`src/rtl/led_status_pkg.sv`:
```
// Shared mode encoding, counter widths and the per-mode blink pattern for the status LED.
package led_status_pkg;

    localparam int PHASE_W = 3;
    localparam int HOLD_W  = 8;

    typedef enum logic [1:0] {
        MODE_IDLE = 2'b00,
        MODE_LINK = 2'b01,
        MODE_ACT  = 2'b10,
        MODE_ERR  = 2'b11
    } mode_e;

    // Phase is the value the phase counter takes on the same tick edge.
    function automatic logic pattern_led(input mode_e m, input logic [PHASE_W-1:0] phase);
        logic on;
        on = 1'b0;
        case (m)
            MODE_IDLE: on = (phase == '0);
            MODE_LINK: on = 1'b1;
            MODE_ACT:  on = phase[1];
            MODE_ERR:  on = phase[0];
            default:   on = 1'b0;
        endcase
        return on;
    endfunction

endpackage

```
`src/rtl/led_status_ctrl_tick_gen.sv`:
```
// Free-running prescaler; tick_int marks the last enabled cycle before the counter wraps.
module tick_gen #(
    parameter int TICK_WIDTH = 24
) (
    input  logic clk,
    input  logic rst_n,
    input  logic en,
    output logic tick_int
);

    logic [TICK_WIDTH-1:0] cnt_q;
    logic [TICK_WIDTH-1:0] cnt_d;

    always_comb begin
        cnt_d = cnt_q;
        if (en) begin
            cnt_d = cnt_q + TICK_WIDTH'(1);
        end
    end

    assign tick_int = en && (cnt_q == '1);

    always_ff @(posedge clk) begin
        if (!rst_n) begin
            cnt_q <= '0;
        end else begin
            cnt_q <= cnt_d;
        end
    end

endmodule

```
`src/rtl/led_status_ctrl.sv`:
```
// Status LED scheduler: arbitrates error, activity, link and idle indicators once per
// prescaler tick and drives the winning source's blink pattern onto a single LED.
module led_status_ctrl
    import led_status_pkg::*;
#(
    parameter int TICK_WIDTH = 24,
    parameter int ACT_HOLD   = 4,
    parameter int STICKY_ERR = 1
) (
    input  logic       clk,
    input  logic       rst_n,
    input  logic       en,
    input  logic       err,
    input  logic       err_clr,
    input  logic       link_up,
    input  logic       act_pulse,
    output logic       led,
    output logic [1:0] mode,
    output logic       tick
);

    logic               tick_int;
    logic               err_q,   err_d;
    logic [HOLD_W-1:0]  hold_q,  hold_d;
    logic [PHASE_W-1:0] phase_q, phase_d;
    mode_e              mode_q,  mode_d;
    logic               led_q,   led_d;
    logic               tick_q;

    tick_gen #(
        .TICK_WIDTH (TICK_WIDTH)
    ) u_tick_gen (
        .clk      (clk),
        .rst_n    (rst_n),
        .en       (en),
        .tick_int (tick_int)
    );

    // Arbitration reads the registered hold/err_q, so a same-cycle act_pulse or err
    // only influences the tick edge after the one it lands on.
    always_comb begin
        err_d   = err_q;
        hold_d  = hold_q;
        phase_d = phase_q;
        mode_d  = mode_q;
        led_d   = led_q;

        if (STICKY_ERR != 0) begin
            if (err) begin
                err_d = 1'b1;
            end else if (err_clr) begin
                err_d = 1'b0;
            end
        end else begin
            err_d = err;
        end

        if (act_pulse) begin
            hold_d = HOLD_W'(ACT_HOLD);
        end else if (tick_int && (hold_q != '0)) begin
            hold_d = hold_q - HOLD_W'(1);
        end

        if (tick_int) begin
            phase_d = phase_q + PHASE_W'(1);
            if (err_q) begin
                mode_d = MODE_ERR;
            end else if (hold_q != '0) begin
                mode_d = MODE_ACT;
            end else if (link_up) begin
                mode_d = MODE_LINK;
            end else begin
                mode_d = MODE_IDLE;
            end
            led_d = pattern_led(mode_d, phase_d);
        end
    end

    always_ff @(posedge clk) begin
        if (!rst_n) begin
            err_q   <= 1'b0;
            hold_q  <= '0;
            phase_q <= '0;
            mode_q  <= MODE_IDLE;
            led_q   <= 1'b0;
            tick_q  <= 1'b0;
        end else begin
            err_q   <= err_d;
            hold_q  <= hold_d;
            phase_q <= phase_d;
            mode_q  <= mode_d;
            led_q   <= led_d;
            tick_q  <= tick_int;
        end
    end

    assign led  = led_q;
    assign mode = mode_q;
    assign tick = tick_q;

endmodule

```
`config.mk`:
```
export PLATFORM = sky130hd
export DESIGN_NAME = led_status_ctrl
export DESIGN_NICKNAME = d
export VERILOG_FILES = /design/src/rtl/led_status_pkg.sv /design/src/rtl/led_status_ctrl_tick_gen.sv /design/src/rtl/led_status_ctrl.sv
export SDC_FILE = /design/constraint.sdc
export NUM_CORES = 1
export LEC_CHECK = 0
export ABC_AREA = 1
export ABC_CLOCK_PERIOD_IN_PS = 2110
export BUFFER_PORTS_ARGS = -buffer_cell sky130_fd_sc_hd__buf_4
export CAP_MARGIN = 10
export CORE_MARGIN = 2
export CORE_UTILIZATION = 48
export CTS_BUF_LIST = sky130_fd_sc_hd__clkbuf_4
export DETAILED_ROUTE_END_ITERATION = 12
export PLACE_DENSITY = 0.62
export SLEW_MARGIN = 25
export SYNTH_ARGS = -nofsm -noshare
export SYNTH_HDL_FRONTEND = slang
export SYNTH_SLANG_ARGS = --single-unit
```
`constraint.sdc`:
```
create_clock -name clk -period 2.11 [get_ports clk]
set_input_delay 0.3165 -clock clk [delete_from_list [all_inputs] [get_ports clk]]
set_output_delay 0.3165 -clock clk [all_outputs]
set_load 0.02 [all_outputs]
```
==> impl_metrics.yaml, run 1 <==
run_status:
  status: "finished, final reports clean"
timing:
  fin_tns_setup_ps: 0
  slew_headroom_pct: 75.1
  finalCriticalPeriod_ps: 1670
  finClkSkew_ps: 13.6
  fin_crit_sh_pct: 79.3
  finalWorstSetupSlack_ps: 438
  drv_slew: 0
  setup_viol: 0
  hold_violations: 0
  tightest_slew_ps: 370
  rsz0062_at_grt: "false"
  fmax_ghz: 0.598
final_layout:
  layout-drive-gt1-share_pct: 14.7
  fill_cells: 440
  fin_nets: 324
  syn_to_final_growth_pct: 8.20
  diodes: 0
  layout_commonest_cell: "nand2_1"
  most-common-layout-cells: "nand2_1, nor2_1, inv_1"
placed_design:
  io_buffers: 10
  place_congestion: 0.788
  hpwlAfterDp_mm: 3.09
  pre_cts_ws_ps: 469
worst_setup_path:
  crit_fanout: 4
  critPathCaptureType: "flip-flop"
  cp-start-kind: "flip-flop"
  crit_chain: "ha_1, inv_1, nor2_4, nand2_1, nor2_1, nand3_1, nor2_1, xnor2_1, nor2_1"
  crit_arrival_ps: 1940
  crit_type: "reg -> reg"
  critPathSlowestCell: "dfxtp_1"
  worstRegToRegCells: 9
  cp.required_ps: 2370
  cpPeakStageDelay_ps: 410
  critPathMostFrequentCell: "nor2_1"
synth:
  ys_warn_count: 0
  synthCells: 298
  netlist_area_mm2: 0.00212
  syn-num-nets: 310
  ys_ff_latch: 40
  yosysSeqAreaShare_pct: 37.7
  avgSynthCellArea_um2: 7.12
  ys_types: 32
pwr:
  p_switching_mw: 0.306
  comb_power_share_pct: 5.7
  power_frac_seq_pct: 61.7
  irDropWorstVdd_mv: 0.269
  p_leak_nw: 0.953
  switching_share_pct: 24.5
  p_per_area_mw_per_mm2: 543
  internal-power_mw: 0.942
  pwr-share-clk_pct: 32.7
routing:
  num_vias: 1779
  wl_met3_um: 107
  drt-total-wl_mm: 4.13
  drt_iter0_drc: 131
  drc: 0
  wl_met2_mm: 1.90
  avgRoutedWirePerCell_um: 11.3
  wl_met1_mm: 2.07
  routed.top_layer: "met4"
  ant_nets: 0
  avgViaCountPerCell: 4.87
  firstDrtPassIters: 6
clock_network:
  hold_buffers: 0
  cts-root-buf: "clkbuf_4"
  cts_tree: "yes"
  postCtsSetupRepairBufs: 0
  clock_path_buffers: 2
  clock-sinks: 40
  clkTransAtPathRegs_ps: 120
  htree_num_levels: 2
  clkLatencyLatePin_ps: 350
  post_cts_resized: 0
  cts_buffers: 5
floorplanning:
  die-area_mm2: 0.00497
  die_h_um: 70.5
  die_w_um: 70.5
  initial_core_util_pct: 49.4
  fp.coreArea_mm2: 0.00429
  io_pins: 11
  rows: 24
global_route:
  overflow: 0
  first_global_vias: 1717
  grt_usage_pct: 18.3
  grt_pass1_wl_mm: 7.31
  antenna_found_initial: 0
  grt_max_degree: 20
run:
  cap_violations: 0
hold_path:
  min_path_cells: 3
  hp-class: "in -> reg"
==> cell families (layout without fill, tap and decap cells) <==
group / after synthesis / after routing / synth area share (%)
simple gates: 155 / 155 / 35.8
buf+inv: 50 / 65 / 9.61
flops: 40 / 40 / 37.7
compound gates: 37 / 37 / 9.38
xor+xnor: 11 / 11 / 4.54
fa+ha+maj: 5 / 5 / 2.95
==> per-stage QoR <==
step | utilization (%) | hold WS (ps) | instance area (um2) | std cells | total power, mW
5_1_grt | 53.5 | 166 | 2300 | 365 | 1.30
4_1_cts | 53.5 | 157 | 2300 | 365 | 1.26
3_5_place_dp | 52.2 | 469 | 2240 | 357 | 0.858
3_3_place_gp | 52.2 | 458 | 2240 | 357 | 0.858
2_1_floorplan | - | 437 | 2120 | 298 | 0.837
6_report | 53.5 | 165 | 2300 | 365 | 1.25
==> final timing paths <==
kind	start	slack, ps	to
worst max-delay path	u_tick_gen.cnt_q[0]	440	u_tick_gen.cnt_q[20]
worst min-delay path	err	170	err_q
worst max register to register	u_tick_gen.cnt_q[0]	440	u_tick_gen.cnt_q[20]
worst min register to register	hold_q[0]	480	hold_q[0]
==> cell type report <==
class | instances | area [um2] | area share (%)
Clock buffer | 7 | 52.6 | 2.29
Tap cell | 52 | 65.1 | 2.83
Inverter | 46 | 174 | 7.57
Timing Repair Buffer | 11 | 82.6 | 3.60
Sequential cell | 40 | 801 | 34.9
Clock inverter | 1 | 3.75 | 0.163
Multi-Input combinational cell | 208 | 1120 | 48.7
==> state kept, by name, indices dropped and copies added (netlist names) <==
signal,count
err_q,1
hold_q,8
led,1
mode,2
phase_q,3
tick,1
u_tick_gen.cnt_q,24
==> synth_stat cells (all sizes together) <==
master,count,area (um2)
nor2,59,277
nand2,57,229
inv,45,169
dfxtp,40,801
a21oi,21,105
nand3,21,133
nor3,11,71.3
o21ai,10,50.1
xor2,7,61.3
ha,5,62.6
nand4,5,37.5
xnor2,4,35.0
o211ai,3,22.5
buf,2,12.5
clkbuf,2,17.5
a211oi,1,7.51
a31oi,1,6.26
and3,1,6.26
clkinv,1,5.00
nor4,1,6.26
o21a,1,7.51
==> layer usage <==
metal,vias to the layer above,GRT usage (%)
li1,971,-
met1,783,22.9
met2,18,31.0
met3,7,3.46
met4,0,7.05
met5,-,0
==> critical path, delay by kind of cell (launching register included) <==
family	cells	cell delay [ps]
AND/OR/NAND/NOR	6	740
flip-flops	1	410
adder cells (fa/ha/maj)	1	230
XOR/XNOR	1	130
buffers and inverters	1	80
==> power by group through the flow <==
stage / clock network [mW] / registers (mW) / logic [mW]
2_1_floorplan: 0 / 0.785 / 0.0527
6_report: 0.408 / 0.769 / 0.0707
3_5_place_dp: 0 / 0.786 / 0.0714
4_1_cts: 0.422 / 0.770 / 0.0716
5_1_grt: 0.451 / 0.771 / 0.0827
3_3_place_gp: 0 / 0.786 / 0.0719
No activity file was read; power rests on OpenSTA's default activity.
==> run 2, diff against run 1 <==
Settings changed: ABC_AREA 1 to 0, ABC_CLOCK_PERIOD_IN_PS 2110 to 1450, PLACE_DENSITY 0.62 to 0.65.
Clock period 2.11 ns to 1.45 ns, I/O delays scaled along.
==> run 2 against run 1 <==
Effect of this change:
- the flow now finishes with violations (setup timing)
- fmax rose by 4.7%
- via count fell by 0.62%
- first-iteration DRC count shrank 42%
- critical path type unchanged
- area after synthesis decreased by 11%
- combinational power up 87%
- hold slack worse by 96 ps
- clock power up 84%
- register-to-register slack got worse by 580 ps
- clock skew down 2.0 ps
- routed wire length is 19% higher
- final cell count shrank 8.8%
- count of clock-buffer cells in the layout shrank 1
==> impl_metrics.yaml, run 2 <==
run_status:
  status: "complete, but fails checks"
  violations: "setup timing"
pwr:
  comb_power_share_pct: 6.6
  p_leak_nw: 1.34
  power_frac_seq_pct: 56.0
  p_switching_mw: 0.438
  irDropWorstVdd_mv: 0.547
  internal-power_mw: 1.56
  pwr-share-clk_pct: 37.4
  p_per_area_mw_per_mm2: 696
  switching_share_pct: 21.9
synth:
  synth_async_sr_flop_share_pct: 0
  ys_ff_latch: 40
  avgSynthCellArea_um2: 9.24
  yosysSeqAreaShare_pct: 42.3
  ys_types: 37
  ys_warn_count: 0
  synth_edf_count: 0
  ys.flop_type: "dfxtp_1"
  syn-num-nets: 217
  netlist_top_cells_area: "dfxtp_1, and2_1, xnor2_1"
  synth_most_common_cell: "dfxtp_1"
  synth_top_area_share_pct: 42.3
  netlist_area_mm2: 0.00189
  synth_top_area_cell: "dfxtp_1"
  synthTopCellsByCount: "dfxtp_1, and2_1, nand2_1, xnor2_1, xor2_1"
  synthCells: 205
routing:
  firstDrtPassIters: 4
  ant_nets: 0
  drt-total-wl_mm: 4.94
  avgRoutedWirePerCell_um: 14.8
  drt_iter0_drc: 76
  avgViaCountPerCell: 5.31
  drc: 0
  num_vias: 1768
final_layout:
  diodes: 0
  top_regs: "u_tick_gen.cnt_q (24), hold_q (8), phase_q (3)"
  layout-drive-gt1-share_pct: 49.5
  fin_nets: 296
  final_cell_area_mm2: 0.00287
  layout_commonest_cell: "buf_4"
  post-route-util_pct: 77.3
  syn_to_final_growth_pct: 51.7
  largest_register_ff_count: 24
  largest-register: "u_tick_gen.cnt_q"
  most-common-layout-cells: "buf_4, and2_1, dfxtp_1, dfxtp_2, xnor2_1"
worst_setup_path:
  reg2reg_from: "hold_q[0]"
  critPathTopFamily: "simple AND/OR/NAND/NOR gates"
  critPathCapture: "hold_q[5]"
  crit_fanout: 3
  reg2reg_slack_ps: -150
  rr_endpoint: "hold_q[5]"
  crit_arrival_ps: 1890
  cpPeakStageDelay_ps: 550
  crit_type: "reg -> reg"
  crit_chain: "or4_4, or4_1, a21oi_1"
  worstRegToRegCells: 3
  path_buf_inv: 0
  cp.required_ps: 1740
  cp-startpoint: "hold_q[0]"
  critPathSlowestCell: "or4_4"
  critPathCaptureType: "flip-flop"
  crit_cells: 3
  cp-start-kind: "flip-flop"
clock_network:
  clock-sinks: 40
  clkTransAtPathRegs_ps: 120
  cts_tree: "yes"
  hold_buffers: 0
  cts-root-buf: "clkbuf_4"
  clkLatencyLatePin_ps: 350
  htree_num_levels: 2
  clock_path_buffers: 2
  cts_buffers: 5
timing:
  finalWorstSetupSlack_ps: -147
  holdWs_ps: 69.5
  finClkSkew_ps: 11.6
  drv_slew: 0
  rsz0062_at_grt: "true"
  finalCriticalPeriod_ps: 1600
  fin_tns_setup_ps: -1210
  fin_crit_sh_pct: 110
  fmax_ghz: 0.626
  setup_viol: 20
  slew_headroom_pct: 79.5
  hold_violations: 0
  tightest_slew_ps: 307
floorplanning:
  initial_core_util_pct: 51.0
  rows: 22
  fp.coreArea_mm2: 0.00372
  die_h_um: 66.8
  io_pins: 11
  die_w_um: 66.8
  die-area_mm2: 0.00446
placed_design:
  pre_cts_ws_ps: -256
  place_congestion: 0.833
  io_buffers: 10
  placed_area_mm2: 0.00241
  hpwlAfterDp_mm: 3.16
run:
  cap_violations: 0
global_route:
  first_global_vias: 1819
  antenna_found_initial: 0
  grt_max_degree: 22
  grt_pass1_wl_mm: 7.99
  overflow: 0
  grt_usage_pct: 24.0
hold_path:
  hp-class: "in -> reg"
[run 2: changes by cell type after synthesis, moves of 5 or more]
cell and delta:
xor2_1 +5, nand3_1 -10, and3_1 +7, nand4_1 +6, nor2_1 -39, and2_1 +21, inv_1 -38, a21oi_1 -18
o21ai_0 -5, nor2_4 -6, nand2_2 -6, nand2_1 -37, xnor2_1 +10
[run 2: worst min-delay path by stage]
stage / from / endpoint / slack (ps) / depth (start not counted)
global route: err / err_q / 60 / 2
floorplan: act_pulse / hold_q[2] / 340 / 1
detailed placement: err / err_q / 430 / 2
global placement: err / err_q / 420 / 2
finish: err / err_q / 70 / 2
CTS: err / err_q / 70 / 2
[run 2: cell families after synthesis]
| group | Yosys count | synth area share (%) |
|---|---|---|
| muxes | 3 | 1.59 |
| xor gates and xnor gates | 26 | 12.0 |
| AOI/OAI and AO/OA | 19 | 6.47 |
| adders and majority gates | 5 | 3.30 |
| and+or+nand+nor | 104 | 32.5 |
| DFF | 40 | 42.3 |
| buffers and inverters | 8 | 1.85 |
[run 2: repair_timing]
| item | CTS | global route |
|---|---|---|
| pin swaps | 18 | 26 |
| buffers inserted | 10 | 8 |
| gates cloned | 0 | 0 |
| endpoints found under the setup margin | 27 | 28 |
| gates resized for setup | 35 | 29 |
[run 2: final cells by class]
class	instances	area, um2
Fill cell	240	843
Clock inverter	2	35.0
Sequential cell	40	832
Timing Repair Buffer	77	612
Multi-Input combinational cell	157	1280
Inverter	3	11.3
Tap cell	48	60.1
Clock buffer	6	45.0
[run 2: power by group through the flow]
stage               Clock (mW)  Combinational, mW  Sequential (mW)
finish                   0.749              0.132             1.12
detailed placement           0              0.101             1.15
global placement             0             0.0965             1.14
floorplan                    0             0.0493             1.14
CTS                      0.749              0.114             1.12
global route             0.810              0.145             1.12
[run 2: metrics by stage]
stage | power [mW] | instances
2_1_floorplan | 1.19 | 205
3_3_place_gp | 1.24 | 307
3_5_place_dp | 1.25 | 307
4_1_cts | 1.98 | 325
5_1_grt | 2.08 | 333
6_report | 2.00 | 333
[run 2: per-layer routing]
| metal | GRT usage (%) | routed length, um | up-vias | share of wire, % |
|---|---|---|---|---|
| met3 | 5.74 | 114 | 11 | 2.3 |
| met2 | 44.1 | 2680 | 18 | 54 |
| met5 | 0 | 0 | - | 0 |
| met4 | 9.69 | 78 | 0 | 1.6 |
| li1 | - | - | 881 | - |
| met1 | 26.2 | 2060 | 858 | 42 |
[run 2: worst register-to-register path, cell delays in order, from the launching register on]
cell	delay (ps)
dfxtp_2	360
or4_4	550
or4_1	490
a21oi_1	150
==> run 3, diff against run 2 <==
==> constraint.sdc (replaced) <==
create_clock -name clk -period 1.45 [get_ports clk]
set_input_delay 0.145 -clock clk [delete_from_list [all_inputs] [get_ports clk]]
set_output_delay 0.145 -clock clk [all_outputs]
set_load 0.02 [all_outputs]
==> run 3 against run 2 <==
Effect of this change:
- the flow still finishes with violations (setup timing)
- sequential share of layout area shrank 0.21 points
- clock skew grew 1.3 ps
- utilization about the same
- largest power group unchanged
- cell area is essentially flat
- highest routed layer unchanged
- final cell count unchanged
- non-clock buffer count is the same
- count of clock-buffer cells in the layout rose by 1
- largest cell class unchanged
- critical endpoint unchanged
- routed wire length is 2.4% lower
==> impl_metrics.yaml, run 3 (same netlist as run 2, synthesis figures left out) <==
routing:
  drc: 0
  avgRoutedWirePerCell_um: 14.5
  firstDrtPassIters: 5
  num_vias: 1746
  avgViaCountPerCell: 5.24
  drt_iter0_drc: 65
  drt-total-wl_mm: 4.82
  ant_nets: 0
clock_network:
  clock_path_buffers: 2
  cts_tree: "yes"
  clkTransAtPathRegs_ps: 120
  cts_buffers: 5
  clkLatencyLatePin_ps: 360
  cts-root-buf: "clkbuf_4"
  htree_num_levels: 2
  clock-sinks: 40
timing:
  finalCriticalPeriod_ps: 1600
  finClkSkew_ps: 12.9
  hold_violations: 0
  finalWorstSetupSlack_ps: -147
  drv_slew: 0
  slew_headroom_pct: 79.9
  setup_viol: 21
  rsz0062_at_grt: "true"
  tightest_slew_ps: 301
  holdWs_ps: 91.6
  fmax_ghz: 0.626
  fin_crit_sh_pct: 110
run_status:
  violations: "setup timing"
  status: "complete, but fails checks"
global_route:
  first_global_vias: 1742
  overflow: 0
  grt_pass1_wl_mm: 7.85
  met2_usage_pct: 40.8
  antenna_found_initial: 0
  top_usage_layer: "met2"
  grtUsageMet1_pct: 28.2
  grt_usage_pct: 23.5
  grt_use_met3_pct: 5.07
  grt_max_degree: 36
floorplanning:
  die_w_um: 66.8
  rows: 22
  die_h_um: 66.8
  io_pins: 11
  fp.coreArea_mm2: 0.00372
  die-area_mm2: 0.00446
  initial_core_util_pct: 51.0
final_layout:
  layout-drive-gt1-share_pct: 49.1
  layout_commonest_cell: "buf_4"
  largest_register_ff_count: 24
  top_regs: "u_tick_gen.cnt_q (24), hold_q (8), phase_q (3)"
  largest-register: "u_tick_gen.cnt_q"
  fill_cells: 253
  syn_to_final_growth_pct: 51.6
  instances_no_fill: 333
  seq_area_um2: 826
  multi_input_area_mm2: 0.00131
  most-common-layout-cells: "buf_4, and2_1, dfxtp_1, dfxtp_2"
  fin_nets: 296
  diodes: 0
worst_setup_path:
  cp.required_ps: 1700
  critPathCaptureType: "flip-flop"
  crit_type: "reg -> reg"
  crit_fanout: 7
  crit_arrival_ps: 1850
  cp-start-kind: "flip-flop"
pwr:
  irDropWorstVdd_mv: 0.493
  p_leak_nw: 1.34
  p_per_area_mw_per_mm2: 638
hold_path:
  hp-class: "in -> reg"
placed_design:
  place_congestion: 0.828
  dpl.cell_count: 305
  io_buffers: 10
  hpwlAfterDp_mm: 3.04
run:
  cap_violations: 0
run 3: cell types whose count changed in the layout (fill, tap and decap cells not counted), moves of 3 or more:
cell,delta
and3_4,+3
nor3_4,+4
nor3_2,-4
and3_1,-3
nor4_2,+3
nor4_4,-3
run 3: worst paths after layout:
path	startpoint	depth (start not counted)	slack [ps]	endpoint
max	u_tick_gen.cnt_q[5]	7	-150	hold_q[5]
min	err_clr	3	90	err_q
max reg2reg	u_tick_gen.cnt_q[5]	7	-150	hold_q[5]
min reg2reg	phase_q[1]	2	510	phase_q[1]
run 3: critical path: stages, from the launching register on:
cell and delay [ps]:
dfxtp_1 350, nand4_1 180, nor3_4 210, buf_6 160, nand3_4 90, buf_6 130
o31ai_1 270, a21oi_1 100
run 3: metrics by stage:
step / setup TNS (ps) / util [%] / setup slack [ps] / cell area (um2) / total power [mW]
after global placement: -1970 / 64.5 / -189 / 2400 / 1.24
after floorplan: -166 / - / -57.4 / 1940 / 1.19
after CTS: -1470 / 72.5 / -160 / 2690 / 1.84
after global routing: -3170 / 77.3 / -228 / 2870 / 1.93
final: -1110 / 77.3 / -147 / 2870 / 1.83
after detailed placement: -2800 / 64.5 / -195 / 2400 / 1.24
run 3: what timing repair did:
| item | CTS | global route |
|---|---|---|
| endpoints found under the hold margin | 2 | 0 |
| hold buffers | 2 | 0 |
| setup endpoints to repair | 27 | 31 |
| resized for setup | 39 | 26 |
| setup buffers | 10 | 8 |
| pin swaps | 22 | 17 |
run 3: final cells by class:
type / instances / area share (%)
repair buffers: 77 / 21.2
multi-input cells: 157 / 45.6
well taps: 48 / 2.09
inverters: 3 / 0.392
clock buffers: 7 / 1.83
flip-flops and latches: 40 / 28.8
clock inverters: 1 / 0.131
run 3: routing by layer:
metal	up-vias	wire length, um
li1	884	-
met1	834	2090
met2	19	2520
met3	9	118
met4	0	89
met5	-	0
run 3: where the power goes:
group	switching (mW)	internal [mW]	leakage [nW]
logic	0.0562	0.0682	0.971
clock network	0.361	0.224	0.0338
registers	0.0118	1.11	0.333
total	0.429	1.40	1.34
